`config.mk`:
```
export PLATFORM = sky130hd
export DESIGN_NAME = io_port_controller
export DESIGN_NICKNAME = d
export VERILOG_FILES = /design/src/rtl/io_port_controller.sv
export SDC_FILE = /design/constraint.sdc
export NUM_CORES = 1
export LEC_CHECK = 0
export ABC_AREA = 0
export CAP_MARGIN = 20
export CORE_MARGIN = 2
export CORE_UTILIZATION = 57
export DETAILED_ROUTE_END_ITERATION = 8
export DONT_BUFFER_PORTS = 1
export GPL_TIMING_DRIVEN = 1
export PLACE_DENSITY = 0.75
export SKIP_LAST_GASP = 1
export SYNTH_ARGS = -nofsm -noshare
export SYNTH_HDL_FRONTEND = slang
export SYNTH_SLANG_ARGS = --single-unit
```
`constraint.sdc`:
```
create_clock -name clk -period 1.8 [get_ports clk]
set_input_delay 0.09 -clock clk [delete_from_list [all_inputs] [get_ports clk]]
set_output_delay 0.09 -clock clk [all_outputs]
set_load 0.01 [all_outputs]
```
`src/rtl/io_port_controller.sv`:
```
// Memory-mapped I/O port controller: synchronized/debounced 8-bit input port,
// latched 32-bit output port and sticky change/overrun status on the data bus.
module io_port_controller #(
    parameter int unsigned DEBOUNCE_CYCLES = 4,
    parameter logic [31:0] IN_ADDR         = 32'h1001_0024,
    parameter logic [31:0] OUT_ADDR        = 32'h1001_0028,
    parameter logic [31:0] STATUS_ADDR     = 32'h1001_002C
) (
    input  logic        clk,
    input  logic        reset,
    input  logic [31:0] Address,
    input  logic [31:0] WriteData,
    input  logic        MemWrite,
    input  logic        MemRead,
    input  logic [7:0]  PinsIn,
    output logic [31:0] ReadData,
    output logic        Hit,
    output logic [7:0]  PortInSync,
    output logic [31:0] PortOut,
    output logic        Changed
);

    localparam int CNT_W = $clog2(DEBOUNCE_CYCLES) + 1;
    localparam logic [CNT_W-1:0] CNT_MAX = CNT_W'(DEBOUNCE_CYCLES - 1);

    logic [7:0]       r_s1;
    logic [7:0]       r_s2;
    logic [7:0]       r_cand;
    logic [CNT_W-1:0] r_cnt;
    logic [7:0]       r_stable;
    logic [31:0]      r_port_out;
    logic             r_changed;
    logic             r_overrun;

    logic w_hit_in;
    logic w_hit_out;
    logic w_hit_status;
    logic w_accept;
    logic w_clr_changed;
    logic w_clr_overrun;

    assign w_hit_in     = (Address == IN_ADDR);
    assign w_hit_out    = (Address == OUT_ADDR);
    assign w_hit_status = (Address == STATUS_ADDR);
    assign Hit          = w_hit_in | w_hit_out | w_hit_status;

    // Mirrors the final branch of the debounce chain below.
    assign w_accept = (r_s2 == r_cand) && (r_cnt >= CNT_MAX) && (r_cand != r_stable);

    assign w_clr_changed = (MemRead && w_hit_in) ||
                           (MemWrite && w_hit_status && WriteData[0]);
    assign w_clr_overrun = MemWrite && w_hit_status && WriteData[1];

    always_ff @(posedge clk or negedge reset) begin
        if (!reset) begin
            r_s1     <= '0;
            r_s2     <= '0;
            r_cand   <= '0;
            r_cnt    <= '0;
            r_stable <= '0;
        end else begin
            r_s1 <= PinsIn;
            r_s2 <= r_s1;
            if (r_s2 != r_cand) begin
                r_cand <= r_s2;
                r_cnt  <= '0;
            end else if (r_cnt < CNT_MAX) begin
                r_cnt <= r_cnt + 1'b1;
            end else if (r_cand != r_stable) begin
                r_stable <= r_cand;
            end
        end
    end

    // Set has priority over every clear source for both sticky flags.
    always_ff @(posedge clk or negedge reset) begin
        if (!reset) begin
            r_port_out <= '0;
            r_changed  <= 1'b0;
            r_overrun  <= 1'b0;
        end else begin
            if (MemWrite && w_hit_out) begin
                r_port_out <= WriteData;
            end
            if (w_accept) begin
                r_changed <= 1'b1;
            end else if (w_clr_changed) begin
                r_changed <= 1'b0;
            end
            if (w_accept && r_changed && !w_clr_changed) begin
                r_overrun <= 1'b1;
            end else if (w_clr_overrun) begin
                r_overrun <= 1'b0;
            end
        end
    end

    always_comb begin
        ReadData = '0;
        if (w_hit_in) begin
            ReadData = {24'b0, r_stable};
        end else if (w_hit_out) begin
            ReadData = r_port_out;
        end else if (w_hit_status) begin
            ReadData = {30'b0, r_overrun, r_changed};
        end
    end

    assign PortInSync = r_stable;
    assign PortOut    = r_port_out;
    assign Changed    = r_changed;

endmodule
```
==> impl_metrics.env <==
export IMPL_areaGrowthSynthToFinish_pct=29.28
export IMPL_worstPathCellList="xnor2_1 > nand4_1 > a2111oi_4 > buf_4 > mux2_4"
export IMPL_fmax_mhz=545.7
export IMPL_relSlewSlack_pct=66.22
export IMPL_synthMuxAreaShare_pct=18.25
export IMPL_p_switching_uw=677.5
export IMPL_syn_inst=232
export IMPL_die_h_um=79.04
export IMPL_cp_required_ns=2.01
export IMPL_drive_gt1_share_pct=33.90
export IMPL_cp_slowest_cell="dfrtp_1"
export IMPL_place_area_um2=3366
export IMPL_pwr_share_seq_pct=51.1
export IMPL_utilization_pct=75.81
export IMPL_tightest_slew_ns=0.5020
export IMPL_critPathMaxStageDelay_ns=0.45
export IMPL_synth_compound_area_share_pct=5.224
export IMPL_end_kind="register"
export IMPL_yosys_area_share_adder_pct=0.7797
export IMPL_mostFrequentLayoutCells="dfrtp_1, dlygate4sd3_1, mux2_4"
export IMPL_clock_root_buffer="clkbuf_8"
export IMPL_portBuffers=0
export IMPL_route_vias_total=2052
export IMPL_grt_overflow=0
export IMPL_clk_latency_ns=0.33
export IMPL_worstSetupPathType="register to register"
export IMPL_synth_area_um2=3209
export IMPL_vdd_ir_drop_worst_uv=566.5
export IMPL_start_util_pct=58.64
export IMPL_ys_seq_elements=69
export IMPL_io_pins=150
export IMPL_hpwlAfterDp_mm=4.895
export IMPL_rsz0062_at_grt="true"
export IMPL_hold_path_depth=3
export IMPL_synth_top_family_by_area="multiplexers"
export IMPL_period_needed_ns=1.832
export IMPL_grt_max_degree=70
export IMPL_gp_congestion=0.7956
export IMPL_drcViolationCount=0
export IMPL_violations="setup timing"
export IMPL_maxCapViolations=0
export IMPL_dieArea_um2=6247
export IMPL_finClkSkew_ns=0.008579
export IMPL_synthTopCellsByArea="dfrtp_1, mux2_4, and2_1"
export IMPL_stdcell_count=367
export IMPL_grt_pass1_vias=2257
export IMPL_antenna_left=0
export IMPL_hold_viol=0
export IMPL_synth_xor_area_share_pct=4.366
export IMPL_cts_reportedPaths_clkPinSlew_ns=0.08
export IMPL_drt_first_pass_iters=4
export IMPL_p_leak_uw=0.001846
export IMPL_synth_simple_area_share_pct=14.19
export IMPL_setup_violations=8
export IMPL_crit_arrival_ns=2.05
export IMPL_status="finished, violations left"
export IMPL_cp_max_fo=4
export IMPL_syn_nets=310
export IMPL_synth_top_area_share_pct=53.80
export IMPL_power_density_nw_per_um2=755.9
export IMPL_worst_slack_ns=-0.03244
export IMPL_pre_cts_ws_ns=-0.1402
export IMPL_synth_area_per_cell_um2=13.83
export IMPL_std_cell_rows=27
export IMPL_ys_seq_area_share_pct=53.80
export IMPL_fin_nets=368
export IMPL_viasPerCell=5.591
export IMPL_num_fill_cells=327
export IMPL_fp_dieW_um=79.04
export IMPL_finalCritPeriodShare_pct=101.8
export IMPL_clkPwrFrac_pct=43.0
export IMPL_p_comb_share_pct=5.9
export IMPL_grt_pass1_wl_mm=10.92
export IMPL_internal_power_uw=2459
export IMPL_antennaDiodeCount=0
export IMPL_hp_class="input pin to register"
export IMPL_ys_types=34
export IMPL_ys_warnings_count=0
export IMPL_wl_per_cell_um=20.17
export IMPL_cts_buffers=9
export IMPL_drt_iter0_drc=142
export IMPL_fin_setup_tns_ns=-0.2005
export IMPL_cts_sinks=69
export IMPL_groute_usage_overall_pct=23.36
export IMPL_layout_commonest_cell="dfrtp_1"
export IMPL_antenna_found_initial=0
export IMPL_drt_wl_total_mm=7.403
export IMPL_cts_buffer_depth=2
export IMPL_design_core_area_um2=5473
export IMPL_cp_start_kind="register"
export IMPL_rr_worst_depth=5
export IMPL_h_tree_depth=3
export IMPL_swShare_pct=21.60
export IMPL_stdcell_area_um2=4149
export IMPL_synth_top_cell_by_area="dfrtp_1"
export IMPL_maxSlewViolCount=0
export IMPL_cts_tree="yes"
export IMPL_place_inst=307
Yosys cell counts:
library cell	count
nor4_1	4
dfrtp_1	69
a22oi_1	2
nand4_1	3
nor4_4	2
o21ai_0	2
nor2b_1	9
nand3_1	1
or2_2	1
a211oi_1	1
mux2_4	30
nor4b_4	1
o21a_1	1
clkbuf_1	13
xnor2_1	8
nand4_2	2
nor2_1	6
o22ai_1	1
nand2_1	3
and2_1	24
a32o_1	6
a2111oi_4	1
mux2_2	12
o31ai_1	1
and3_1	1
nor4b_2	2
a21oi_1	3
ha_1	2
nor3_1	4
nor4_2	1
buf_8	3
inv_1	4
a2111o_1	1
xor2_1	8
per-stage QoR:
| stage | hold WS, ns | power, µW |
|---|---|---|
| after floorplan | -0.2056 | 1679 |
| after global placement | -0.2042 | 1684 |
| after detailed placement | -0.2039 | 1686 |
| after CTS | 0.002788 | 3159 |
| after global routing | 0.05998 | 3259 |
| final | 0.05384 | 3136 |
area by class of cell:
| cell class | instances | area (µm²) | area share (%) |
|---|---|---|---|
| clock buffers | 9 | 123.9 | 2.986 |
| well taps | 72 | 90.09 | 2.171 |
| inverters | 4 | 15.01 | 0.3619 |
| repair buffers | 63 | 610.6 | 14.72 |
| flip-flops and latches | 69 | 1728 | 41.65 |
| multi-input cells | 143 | 1491 | 35.95 |
| clock inverters | 7 | 90.09 | 2.171 |
state kept, by name (all words and copies together) (netlist names):
signal and count:
PortOut 32, r_cand 8, r_s1 8, r_cnt 3, PortInSync 8, r_s2 8, r_overrun 1, Changed 1
what timing repair did:
action / 4_1_cts / 5_1_grt
hold endpoints to repair: 110 / 0
hold buffers: 43 / 0
buffers inserted: 1 / 0
gates resized for setup: 2 / 18
setup endpoints to repair: 8 / 9
pin swaps: 3 / 7
path summary, 6_finish.rpt:
| check | from | endpoint | slack, ns |
|---|---|---|---|
| min reg2reg | r_s1[6]$_DFF_PN0_ | r_s2[6]$_DFF_PN0_ | 0.35 |
| max | r_cand[4]$_DFFE_PN0P_ | PortInSync[2]$_DFFE_PN0P_ | -0.03 |
| max in group asynchronous | reset | PortOut[2]$_DFFE_PN0P_ | 1.21 |
| min in group asynchronous | reset | r_cand[3]$_DFFE_PN0P_ | 0.30 |
| min | Address[2] | r_overrun$_DFFE_PN0P_ | 0.05 |
| max reg2reg | r_cand[4]$_DFFE_PN0P_ | PortInSync[2]$_DFFE_PN0P_ | -0.03 |
power groups by stage:
stage	Sequential (µW)	Clock, µW	Combinational, µW
after floorplan	1620	0	57.3
after global placement	1630	0	58.4
after detailed placement	1630	0	58.9
after CTS	1600	1390	176
after global routing	1600	1450	200
final	1600	1350	185
critical path, delay by kind of cell (launching register included):
family                    cells  cell delay (ns)
buffers and inverters         1             0.21
and+or+nand+nor               1             0.20
muxes                         1             0.30
AOI/OAI and AO/OA             1             0.33
xor gates and xnor gates      1             0.21
DFF                           1             0.45
cell families (layout without fill, tap and decap cells):
family / after synthesis / in the layout
and+or+nand+nor: 64 / 64
buffers and inverters: 20 / 83
DFF: 69 / 69
muxes: 42 / 42
AOI/OAI and AO/OA: 19 / 19
adders and majority gates: 2 / 2
xor gates and xnor gates: 16 / 16
per-layer routing:
layer | wire length, µm | vias up | global-route usage [%]
met3 | 555 | 8 | 7.159
li1 | - | 916 | -
met4 | 106 | 0 | 6.897
met5 | 0 | - | 0
met1 | 2848 | 1019 | 27.00
met2 | 3893 | 109 | 41.69
No activity file was read; power rests on OpenSTA's default activity.
